### src/rtl/enc_disp_ctrl.sv
// rtl/enc_disp_ctrl.sv - 8b/10b encoder front stage: running disparity and sub-block control
module enc_disp_ctrl #(
    parameter logic RD_INIT = 1'b0
) (
    input  logic       clk,
    input  logic       rst_n,
    input  logic       in_valid,
    output logic       in_ready,
    input  logic [7:0] in_data,
    input  logic       in_k,
    input  logic       rd_force,
    output logic       out_valid,
    input  logic       out_ready,
    output logic [4:0] data_5b,
    output logic       compls6,
    output logic [4:0] data_buffer,
    output logic       compls4,
    output logic       rd_out,
    output logic       kerr
);

    logic       rd_q;
    logic       xfer;
    logic [4:0] x;
    logic       f, g, h;
    logic       k_legal, k_eff, kerr_d;
    logic       rd_cur, alt6, rd6;
    logic       nd, pd, s_bit;
    logic       compls6_d, compls4_d, rd_new;

    assign in_ready = ~out_valid | out_ready;
    assign xfer     = in_valid & in_ready;

    always_comb begin
        x = in_data[4:0];
        f = in_data[5];
        g = in_data[6];
        h = in_data[7];

        // K28.y for any y, plus the four Kx.7 codes with a unique comma-free pattern
        k_legal = (x == 5'd28) || (in_data == 8'hF7) || (in_data == 8'hFB) ||
                  (in_data == 8'hFD) || (in_data == 8'hFE);
        k_eff   = in_k & k_legal;
        kerr_d  = in_k & ~k_legal;

        rd_cur = rd_force ? RD_INIT : rd_q;

        alt6 = 1'b0;
        case (x)
            5'd0, 5'd1, 5'd2, 5'd4, 5'd7, 5'd8, 5'd15, 5'd16,
            5'd23, 5'd24, 5'd27, 5'd29, 5'd30, 5'd31: alt6 = 1'b1;
            5'd28:                                    alt6 = k_eff;
            default:                                  alt6 = 1'b0;
        endcase

        compls6_d = alt6 & rd_cur;
        // D.07 is balanced in both forms, so it never flips disparity
        rd6       = rd_cur ^ (alt6 & (x != 5'd7));

        nd        = f & g;
        pd        = (~f & ~g) | (k_eff & (f ^ g));
        compls4_d = (pd & ~rd6) | (nd & rd6);

        // Alternate D.x.A7 avoids a run of five identical bits across the sub-block boundary
        s_bit = f & g & h &
                ((~rd6 & ((x == 5'd17) || (x == 5'd18) || (x == 5'd20))) |
                 ( rd6 & ((x == 5'd11) || (x == 5'd13) || (x == 5'd14))));

        rd_new = rd6 ^ ((~f & ~g) | (f & g & h));
    end

    always_ff @(posedge clk or negedge rst_n) begin
        if (!rst_n) begin
            rd_q        <= RD_INIT;
            out_valid   <= 1'b0;
            data_5b     <= 5'd0;
            compls6     <= 1'b0;
            data_buffer <= 5'd0;
            compls4     <= 1'b0;
            rd_out      <= RD_INIT;
            kerr        <= 1'b0;
        end else if (xfer) begin
            rd_q        <= rd_new;
            out_valid   <= 1'b1;
            data_5b     <= x;
            compls6     <= compls6_d;
            data_buffer <= {s_bit, k_eff, h, g, f};
            compls4     <= compls4_d;
            rd_out      <= rd_new;
            kerr        <= kerr_d;
        end else begin
            if (out_ready) begin
                out_valid <= 1'b0;
            end
            if (rd_force) begin
                rd_q <= RD_INIT;
            end
        end
    end

endmodule

### config.mk
export PLATFORM = sky130hd
export DESIGN_NAME = enc_disp_ctrl
export DESIGN_NICKNAME = d
export VERILOG_FILES = /design/src/rtl/enc_disp_ctrl.sv
export SDC_FILE = /design/constraint.sdc
export NUM_CORES = 1
export LEC_CHECK = 0
export BUFFER_PORTS_ARGS = -buffer_cell sky130_fd_sc_hd__buf_4
export CORE_MARGIN = 2
export CORE_UTILIZATION = 50
export CTS_BUF_LIST = sky130_fd_sc_hd__clkbuf_8
export DETAILED_ROUTE_END_ITERATION = 6
export GPL_TIMING_DRIVEN = 1
export MAX_ROUTING_LAYER = met4
export PLACE_DENSITY = 0.78
export REMOVE_ABC_BUFFERS = 1
export SYNTH_ARGS = -nofsm -noshare
export SYNTH_HDL_FRONTEND = slang
export SYNTH_SLANG_ARGS = --single-unit
export TNS_END_PERCENT = 10
### constraint.sdc
create_clock -name clk -period 1.72 [get_ports clk]
set_clock_uncertainty 0.05 [all_clocks]
set_input_delay 0.258 -clock clk [delete_from_list [all_inputs] [get_ports clk]]
set_output_delay 0.258 -clock clk [all_outputs]
set_load 0.01 [all_outputs]
# After elaboration in Yosys (flattened, before gate mapping)
# Cells that the tools add are included.
[word_totals]
reg_bits = 16
[classes]
n_mux = 5
reduce_logical = 11
bitwise = 27
n_eq_ne = 25
[ops]
columns = ["op", "count"]
rows = [
  ["equality test 5 bit (second input constant)", 11],
  ["equality test 8 bit (second input constant)", 4],
  ["equality test 5 x 4 -> 1 bit (second input constant)", 5],
  ["bitwise AND 1 bit", 14],
  ["OR reduction 14 bit", 1],
  ["equality test 5 x 3 -> 1 bit (second input constant)", 2],
  ["logical OR 1 bit", 8],
  ["equality test 5 x 1 -> 1 bit (second input constant)", 1],
  ["equality test 5 x 2 -> 1 bit (second input constant)", 1],
  ["zero test 5 bit", 1],
  ["inequality test 5 x 3 -> 1 bit (second input constant)", 1],
  ["NOT 1 bit", 5],
  ["OR 1 bit", 5],
  ["2-to-1 mux 1 bit", 4],
  ["bitwise XOR 1 bit", 3],
  ["case mux 1 bit (2 select lines)", 1],
  ["nonzero test 2 bit", 1],
]

# Longest topological paths before layout
# Gate-level depths: netlist (run 1).
[depth]
depth_word = 13
ltp_mapped = 6
depth_no_buf = 6

# Worst setup path after synthesis (run 1)
# OpenSTA, ideal clock, no wires.
[synth_path]
path_type = "input -> register"
start = "input port in_data[2]"
end = "register rd_q"
setup_slack_ns = 0.017
t_arrival_ns = 1.564
cell_stages = 6
required_time_ns = 1.580
path_cell_list = "buf_6 maj3_2 o31ai_4 nor3_4 or4b_1 o2111ai_1"
[synth_between]
elab_chain_len = 11
word_cells_on_any_way = 31
[synth_lines]
columns = ["item", "line_no", "text"]
rows = [
  ["from (decl)", "9", "input logic [7:0] in_data,"],
  ["equality test 8 bit or equality test 5 bit (tied branches)", "41, 49", ""],
  ["logical OR 1 bit (3 in series)", "41", "k_legal = (x == 5'd28) || (in_data == 8'hF7) || (in_data == 8'hFB) ||"],
  ["logical OR 1 bit", "42", "(in_data == 8'hFD) || (in_data == 8'hFE);"],
  ["bitwise AND 1 bit", "43", "k_eff = in_k & k_legal;"],
  ["case mux 1 bit (2 select lines)", "49", "case (x)"],
  ["bitwise AND 1 bit *", "58", "rd6 = rd_cur ^ (alt6 & (x != 5'd7));"],
  ["bitwise XOR 1 bit *", "58", ""],
  ["bitwise XOR 1 bit *", "69", "rd_new = rd6 ^ ((~f & ~g) | (f & g & h));"],
  ["2-to-1 mux 1 bit *", "82", "end else if (xfer) begin"],
  ["to (signal assigned)", "83", "rd_q <= rd_new;"],
  ["to (decl)", "22", "logic rd_q;"],
]
# Mark *: on every way between the ends. The rest lies on a longest branch, timed or not.
# A chain may end at the register's enable or synchronous reset.

# Worst setup path after layout (run 1)
[layout_path]
start = "register out_valid"
end = "register rd_q"
[layout_between]
elab_chain_len = 4
[layout_lines]
columns = ["item", "line_no", "text"]
rows = [
  ["from (decl)", "12", "output logic out_valid,"],
  ["from (signal assigned)", "75", "out_valid <= 1'b0;"],
  ["from (signal assigned)", "84", "out_valid <= 1'b1;"],
  ["from (signal assigned)", "93", "out_valid <= 1'b0;"],
  ["NOT 1 bit", "31", "assign in_ready = ~out_valid | out_ready;"],
  ["OR 1 bit", "31", ""],
  ["bitwise AND 1 bit", "32", "assign xfer = in_valid & in_ready;"],
  ["2-to-1 mux 1 bit", "82", ""],
]
# No other way between the ends.

==> run_results.csv, run 1 <==
group,metric,value,unit
clock_network,cts_root_buf,"clkbuf_8",
hold_path,hold_class,"input port to flip-flop",
finish,area_growth,35.7,%
placed_design,dpl_cell_area,0.00130,sq mm
setup_path,cp_slowest_stage_delay,570,ps
global_routing,first_global_vias,891,
sta,finalSetupViolCount,0,
clock_network,clkTransAtPathRegs,70,ps
setup_path,required,1830,ps
clock_network,tritoncts,"built",
sta,fin_tns_setup,0,ps
synth,ys_seq_area_frac,0.397,
routing,remaining_drc_errors,0,
placed_design,dp_hpwl,1820,microns
setup_path,crit_chain,"nand2b_1, nand2_1, or4b_1, o2111ai_1",
routing,vias,953,
finish,fillers,159,
setup_path,worst-setup-path-type,"flip-flop to flip-flop",
routing,viasPerCell,5.54,
clock_network,cts_buffer_depth,2,
setup_path,cp.arrival,1710,ps
setup_path,cp-startpoint,"out_valid",
clock_network,htree_levels,1,
synth,synth.distinct_cells,41,
sta,whs,175,ps
pwr,p_per_area,839,mW/mm^2
synth,synth_flop_cell,"dfrtp_1",
global_routing,grt_pass1_wl,4080,microns
floorplanning,ios,30,
routing,first_iter_violations,27,
setup_path,r2r_setup_slack,120,ps
routing,wl,2380,microns
finish,fin_nets,162,
placed_design,finalWeightedCongestion,0.851,
routing,ant_nets,0,
floorplanning,die_y,48.9,microns
sta,hold_violations,0,
setup_path,crit_end,"rd_q",
sta,rsz0062_at_grt,"no",
synth,synth_edf_count,0,
setup_path,end_kind,"flip-flop",
routing,wl_per_cell,13.9,microns
floorplanning,fp.coreArea,0.00192,sq mm
sta,finalWorstSetupSlack,121,ps
sta,tightest_slew,366,ps
routing,dr.pass1.iters,4,
sta,fmax,625,MHz
setup_path,setup.worst_path.start_class,"flip-flop",
sta,period_share,0.930,
floorplanning,die_w,48.9,microns
synth,netlist_area,0.00101,sq mm
finish,n_antenna_cell,0,
run,maxCapViolCount,0,
synth,ys_seq_elements,16,
floorplanning,rows,16,
setup_path,rr_worst_depth,4,
finish,final_area,0.00137,sq mm
sta,slew_viol_final,0,
pwr,peakVddDrop,496,uV
synth,synth_cells,108,
floorplanning,die_area,0.00239,sq mm
run_status,status,"complete, no violations",
clock_network,clock-sinks,16,
clock_network,cts_buffers,3,
global_routing,grt_overflow,0,
setup_path,cp_max_fo,6,
synth,async_flop_share,1.00,
finish,drive_gt1_frac,0.352,
synth,synth.avg_cell_area,9.34,sq um
global_routing,grt_start_max_net_pins,17,
synth,ys_warn_count,0,
setup_path,crit-reg2reg-launch,"out_valid",
setup_path,slowest_stage,"or4b_1",
sta,max-slew-margin-rel,0.753,
setup_path,r2r-end,"rd_q",
sta,fin_crit,1600,ps
pwr,leakagePower,0.634,nW
global_routing,grt_usage,0.227,
clock_network,clock_latency,250,ps
placed_design,place_ws,-84.0,ps
placed_design,io_buffers,29,
global_routing,antenna_found_initial,0,
clock_network,cts_resized,0,
floorplanning,start_util,0.525,
## registers in the layout (all words and copies together) (netlist names)
register	cells
compls4	1
compls6	1
rd_q	1
data_5b	5
kerr	1
out_valid	1
rd_out	1
data_buffer	5
## through the flow
| step | instances | power, mW | utilization |
|---|---|---|---|
| floorplan | 101 | 0.627 | - |
| global placement | 167 | 0.803 | 0.678 |
| detailed placement | 167 | 0.814 | 0.678 |
| CTS | 172 | 1.15 | 0.712 |
| global route | 172 | 1.21 | 0.712 |
| finish | 172 | 1.15 | 0.712 |
## critical path: cells and delay by family, from the launching register on
kind               cells  cell delay, ps
and+or+nand+nor        3             950
AOI/OAI and AO/OA      1             130
DFF                    1             380
## synth_stat cells, types with 3 or more instances
| master | n | area share |
|---|---|---|
| dfrtp_1 | 16 | 0.40 |
| o21ai_0 | 8 | 0.040 |
| xnor2_1 | 3 | 0.026 |
| a21oi_1 | 3 | 0.015 |
| nand3_1 | 4 | 0.020 |
| nor2_1 | 4 | 0.015 |
| mux2_2 | 4 | 0.045 |
| nor3_1 | 8 | 0.040 |
| inv_1 | 4 | 0.015 |
| nand2b_1 | 3 | 0.019 |
| nand2_1 | 13 | 0.048 |
## area by class of cell
class,count,area (sq um),area share
clock buffer,4,55.1,0.0402
sequential,16,400,0.293
timing repair buffer,40,315,0.230
tap,27,33.8,0.0247
multi-input combinational,81,549,0.401
inverter,4,15.0,0.0110
## repair_timing
action / 4_1_cts / 5_1_grt
hold endpoints to repair: 16 / 0
buffers inserted: 0 / 0
hold buffers: 1 / 0
## where the power goes
group	switching, mW	total (mW)	leakage (nW)	internal (mW)
Clock	0.137	0.341	0.0288	0.203
Combinational	0.167	0.353	0.408	0.185
Sequential	0.0263	0.455	0.197	0.429
Total	0.331	1.15	0.634	0.817
## cells by family (layout without fill, tap and decap cells)
family | after synthesis | after routing | synth area share
buffers and inverters | 11 | 48 | 0.0583
xor gates and xnor gates | 4 | 4 | 0.0347
DFF | 16 | 16 | 0.397
adders and majority gates | 3 | 3 | 0.0360
and+or+nand+nor | 42 | 42 | 0.223
AOI/OAI and AO/OA | 26 | 26 | 0.186
muxes | 6 | 6 | 0.0645
## cell usage in the layout, fill, tap and decap left out, types with 2 or more instances in the layout
master	synthesis	layout
nand2b_1	3	3
mux2_2	4	4
a221oi_1	2	2
nor2_1	4	4
nor3_1	8	8
clkbuf_8	0	4
inv_1	4	4
dfrtp_1	16	16
buf_4	0	38
nand3_1	4	4
o21ai_0	8	8
a21oi_1	3	3
ha_1	2	2
o211ai_1	2	2
mux2i_1	2	2
nand2_1	13	13
a21o_1	2	2
xnor2_1	3	3
## worst min path at each step
stage / startpoint / to / slack (ps) / depth (start not counted)
2_1_floorplan: rst_n / compls4 / -90 / 0
3_3_place_gp: rst_n / data_buffer[3] / 80 / 1
3_5_place_dp: rst_n / data_buffer[3] / 80 / 1
4_1_cts: in_valid / out_valid / 180 / 2
5_1_grt: in_valid / out_valid / 190 / 2
6_report: in_valid / out_valid / 170 / 2
## per-layer routing
metal	routed length, microns	GRT usage	share of wire	up-vias
met1	1050	0.273	0.44	445
li1	-	-	-	465
met4	46	0.0857	0.019	0
met2	1180	0.386	0.49	35
met3	116	0.0337	0.049	8
met5	0	-	0	-
Power figures use the tool's default switching activity.
==> run 2, diff against run 1 <==
- ABC_AREA: unset -> 1
- CORE_UTILIZATION: 50 -> 52
- PLACE_DENSITY: 0.78 -> 0.81
==> run_results.csv, run 2 <==
group,metric,value,unit
routing,viasPerCell,5.16,
synth,yosysTopAreaCell,"dfrtp_1",
synth,synth.avg_cell_area,7.40,sq um
synth,synthTopCellsByCount,"nand2_1, dfrtp_1, inv_1",
synth,synth.distinct_cells,24,
sta,period_share,0.751,
clock_network,tritoncts,"built",
clock_network,cts_root_buf,"clkbuf_8",
routing,dr.pass1.iters,4,
hold_path,holdPathEnd,"data_buffer[2]",
setup_path,end_kind,"flip-flop",
clock_network,cts_buffer_depth,2,
finish,largest_registers,"data_5b x5, data_buffer x5",
sta,fmax,774,MHz
setup_path,cp.arrival,1420,ps
finish,fin_nets,185,
synth,ys_warn_count,0,
synth,yosys.area_share.simple,0.407,
pwr,clkPwrFrac,0.301,
placed_design,dp_hpwl,1700,microns
sta,hold_violations,0,
finish,area_growth,31.5,%
sta,slew_viol_final,0,
global_routing,antenna_found_initial,0,
pwr,leakagePower,0.725,nW
synth,netlist_area,998,sq um
synth,ys_top_cells_by_area,"dfrtp_1, nand2_1, nand3_1",
placed_design,finalWeightedCongestion,0.915,
setup_path,setup.worst_path.start_class,"flip-flop",
run_status,status,"complete, no violations",
floorplanning,die_y,47.8,microns
finish,drive_gt1_frac,0.321,
synth,async_flop_share,1.00,
placed_design,io_buffers,29,
finish,final_cell_mix,"nand2_1, buf_4, inv_1, dfrtp_1, nand3_1",
clock_network,clock-sinks,16,
pwr,p_int,0.767,mW
routing,vias,996,
setup_path,r2r-end,"rd_q",
routing,ant_nets,0,
setup_path,worst-setup-path-type,"flip-flop to flip-flop",
synth,synth_most_common_cell,"nand2_1",
routing,first_iter_violations,20,
sta,whs,175,ps
global_routing,first_global_vias,862,
floorplanning,fp.coreArea,0.00176,sq mm
pwr,pwr-share-seq,0.413,
floorplanning,ios,30,
setup_path,required,1850,ps
synth,synth_fa_ha_area_frac,0.0251,
sta,tightest_slew,291,ps
pwr,power_frac_comb,0.286,
sta,max-slew-margin-rel,0.805,
synth,synth.top_cell.area_share,0.401,
floorplanning,rows,15,
synth,ys_seq_elements,16,
floorplanning,die_area,0.00229,sq mm
floorplanning,die_w,47.8,microns
synth,synth_mux_area_frac,0,
setup_path,cp_max_fo,4,
pwr,peakVddDrop,718,uV
sta,rsz0062_at_grt,"no",
clock_network,cts_buffers,3,
synth,synth-compound-area-share,0.0789,
routing,wl,2220,microns
run,maxCapViolCount,0,
synth,synth_xor_area_frac,0,
hold_path,hold_class,"input port to flip-flop",
sta,fin_tns_setup,0,ps
synth,synth_edf_count,0,
synth,synth_cells,135,
pwr,swShare,0.298,
finish,fillers,164,
pwr,p_total,1.09,mW
global_routing,grt_overflow,0,
clock_network,clkTransAtPathRegs,60,ps
floorplanning,start_util,0.566,
routing,wl_per_cell,11.5,microns
setup_path,rr_worst_depth,8,
global_routing,grt_start_max_net_pins,17,
sta,finalSetupViolCount,0,
setup_path,r2r_setup_slack,430,ps
hold_path,min_from,"in_data[7]",
synth,synth_top_family_by_area,"simple AND/OR/NAND/NOR gates",
synth,synth_flop_cell,"dfrtp_1",
setup_path,crit-reg2reg-launch,"rd_q",
global_routing,grt_usage,0.229,
routing,remaining_drc_errors,0,
synth,ys_seq_area_frac,0.401,
sta,fin_crit,1290,ps
pwr,power.switching,0.326,mW
clock_network,htree_levels,1,
global_routing,grt_pass1_wl,3520,microns
finish,layout_commonest_cell,"nand2_1",
clock_network,clock_latency,250,ps
finish,n_antenna_cell,0,
pwr,p_per_area,833,mW/mm^2
hold_path,worstHoldPathCells,3,
-- run 2: kinds of logic after synthesis --
| family | Yosys count |
|---|---|
| buffers and inverters | 23 |
| and+or+nand+nor | 80 |
| DFF | 16 |
| AOI/OAI and AO/OA | 14 |
| adders and majority gates | 2 |
-- run 2: stage by stage --
stage | setup slack [ps] | cells | util | area (sq um)
2_1_floorplan | 424 | 133 | - | 991
3_3_place_gp | 310 | 188 | 0.707 | 1250
3_5_place_dp | 222 | 188 | 0.707 | 1250
4_1_cts | 441 | 193 | 0.744 | 1310
5_1_grt | 287 | 193 | 0.744 | 1310
6_report | 428 | 193 | 0.744 | 1310
-- run 2: repair_timing --
item | 4_1_cts | 5_1_grt
hold buffers | 1 | 0
setup endpoints to repair | 0 | 0
hold endpoints to repair | 16 | 0
gates resized for setup | 0 | 0
setup buffers | 0 | 0
-- run 2: critical path, cell delays in order (launching register included) --
cell,delay [ps]
dfrtp_1,330
inv_1,40
nor2_1,230
inv_1,120
nand3_2,130
nand2_2,80
nand2_1,60
nand3_1,90
o21ai_1,90
-- run 2: layout make-up --
type,count,area (sq um),share of cell area
Sequential cell,16,400,0.305
Timing Repair Buffer,31,235,0.179
Multi-Input combinational cell,96,510,0.389
Clock buffer,4,55.1,0.0419
Inverter,21,80.1,0.0610
Tap cell,25,31.3,0.0238
-- run 2: worst max path at each step --
stage | cells after the start | slack [ps] | startpoint | endpoint
after detailed placement | 11 | 220 | in_data[3] | rd_q
final | 8 | 430 | rd_q | rd_q
after CTS | 8 | 440 | rd_q | rd_q
after global routing | 8 | 290 | rd_q | rd_q
after global placement | 11 | 310 | in_data[0] | rd_q
after floorplan | 7 | 420 | out_valid | compls4
-- run 2: metal layers --
metal / routed length (microns) / GRT usage
met1: 982 / 0.282
met2: 1010 / 0.357
met3: 172 / 0.0302
met4: 57 / 0.130
met5: 0 / -
-- run 2: power by group through the flow --
stage	sequential [mW]	combinational [mW]	clock, mW
after floorplan	0.478	0.143	0
after global placement	0.455	0.303	0
after detailed placement	0.456	0.311	0
after CTS	0.451	0.315	0.334
after global routing	0.458	0.350	0.352
final	0.451	0.312	0.329
==> run 3, diff against run 2 <==
- CORE_UTILIZATION: 52 -> 47
- PLACE_DENSITY: 0.81 -> 0.77
- clock period: 1.72 -> 1.06 ns (I/O delays scaled with it)
==> run_results.csv, run 3 (same netlist as run 2, synthesis figures left out) <==
group,metric,value,unit
pwr,power.switching,0.592,mW
clock_network,cts_buffers,3,
routing,ant_nets,0,
routing,wl_met1,1120,microns
clock_network,cts_root_buf,"clkbuf_8",
floorplanning,rows,16,
setup_path,slowest_stage,"dfrtp_1",
finish,seqCellArea,400,sq um
placed_design,dp_hpwl,1940,microns
hold_path,hold_class,"input port to flip-flop",
routing,wl,2610,microns
global_routing,grt_pass1_wl,4170,microns
global_routing,antenna_found_initial,0,
finish,final_cell_mix,"buf_4, nand2_1, dfrtp_1, inv_1, nand3_1",
routing,highest-signal-layer,"met4",
sta,finalSetupViolCount,7,
floorplanning,ios,30,
floorplanning,die_w,50.1,microns
sta,whs,153,ps
pwr,swShare,0.312,
routing,remaining_drc_errors,0,
routing,dr.pass1.iters,4,
clock_network,clock-sinks,16,
routing,wl_per_cell,12.4,microns
pwr,p_int,1.31,mW
finish,largest_registers,"data_5b x5, data_buffer x5",
pwr,p_per_area,1280,mW/mm^2
global_routing,first_global_vias,960,
placed_design,finalWeightedCongestion,0.886,
routing,first_iter_violations,34,
finish,n_antenna_cell,0,
finish,drive_gt1_frac,0.424,
floorplanning,start_util,0.504,
pwr,clkPwrFrac,0.294,
run_status,violations,"setup timing",
setup_path,cp_slowest_stage_delay,320,ps
sta,period_share,1.08,
pwr,peakVddDrop,806,uV
sta,tightest_slew,269,ps
setup_path,cp_max_fo,4,
finish,layout_commonest_cell,"buf_4",
sta,slew_viol_final,0,
floorplanning,die_y,50.1,microns
sta,hold_violations,0,
routing,vias,1054,
global_routing,grt_start_max_net_pins,17,
finish,fin_nets,201,
sta,fin_crit,1150,ps
setup_path,worst-setup-path-type,"flip-flop to flip-flop",
sta,finalWorstSetupSlack,-87.1,ps
run_status,status,"finished, violations left",
routing,wl_met2,1320,microns
pwr,power_frac_comb,0.319,
run,maxCapViolCount,0,
routing,met3_wirelength,123,microns
sta,max-slew-margin-rel,0.820,
clock_network,tritoncts,"built",
setup_path,crit_chain,"inv_1, nor2_2, buf_6, nand2_4, nand2_4, nand2_1, nand3_2, o21ai_1",
clock_network,clkTransAtPathRegs,70,ps
setup_path,crit_top_cell,"nand2_4",
finish,multi_input_area,547,sq um
global_routing,grt_overflow,0,
pwr,p_total,1.90,mW
sta,fmax,872,MHz
finish,fillers,145,
floorplanning,fp.coreArea,0.00198,sq mm
clock_network,cts_buffer_depth,2,
routing,viasPerCell,5.00,
clock_network,htree_levels,1,
setup_path,setup.worst_path.start_class,"flip-flop",
pwr,pwr-share-seq,0.387,
pwr,leakagePower,0.820,nW
setup_path,required,1140,ps
floorplanning,die_area,0.00251,sq mm
sta,rsz0062_at_grt,"yes",
setup_path,end_kind,"flip-flop",
setup_path,cp.arrival,1230,ps
placed_design,io_buffers,29,
global_routing,grt_usage,0.228,
clock_network,clock_latency,250,ps
finish,area_growth,48.6,%
==> run 3: changes by cell type in the layout (fill, tap and decap cells not counted), sizes merged <==
cell  change
buf      +16
==> run 3: power by group through the flow <==
stage / registers [mW] / clock network, mW / logic [mW]
after floorplan: 0.776 / 0 / 0.231
after global placement: 0.739 / 0 / 0.541
after detailed placement: 0.744 / 0 / 0.553
after CTS: 0.734 / 0.565 / 0.567
after global routing: 0.744 / 0.588 / 0.664
final: 0.735 / 0.558 / 0.605
==> run 3: cell type report <==
type                    instances  area share
well taps                      27      0.0228
inverters                      21      0.0548
repair buffers                 47       0.247
multi-input cells              96       0.368
clock buffers                   4      0.0371
flip-flops and latches         16       0.270
==> run 3: worst max-delay path, delay by kind of cell, from the launching register on <==
family	cells	cell delay [ps]
DFF	1	320
AOI/OAI and AO/OA	1	80
buffers and inverters	2	160
and+or+nand+nor	5	410
==> run 3: what timing repair did <==
action,CTS,global route
resized for setup,6,9
setup endpoints to repair,12,16
endpoints found under the hold margin,16,0
pin swaps,3,5
hold buffers,1,0
cloned,0,0
buffers inserted,0,1
==> run 3: final timing paths <==
| kind | start | to | slack (ps) | cells after the start |
|---|---|---|---|---|
| hold reg to reg | data_buffer[4] | data_buffer[4] | 430 | 2 |
| setup / recovery | rd_q | rd_q | -90 | 8 |
| hold / removal | in_k | kerr | 150 | 3 |
| max in group asynchronous | rst_n | compls6 | 530 | 2 |
| min in group asynchronous | rst_n | out_valid | 250 | 2 |
| setup reg to reg | rd_q | rd_q | -90 | 8 |
==> run 3: per-layer routing <==
metal | vias to the layer above | global-route usage
met5 | - | -
met4 | 0 | 0.0972
met3 | 4 | 0.0182
met2 | 41 | 0.373
met1 | 489 | 0.288
li1 | 520 | -
==> run 3: per-stage QoR <==
step / utilization / TNS [ps] / area, sq um / std cells / setup WS, ps
floorplan: - / -1740 / 991 / 133 / -236
global placement: 0.688 / -1220 / 1360 / 205 / -297
detailed placement: 0.688 / -1460 / 1360 / 205 / -316
CTS: 0.727 / -163 / 1440 / 210 / -67.2
global route: 0.749 / -1260 / 1480 / 211 / -182
finish: 0.749 / -287 / 1480 / 211 / -87.1
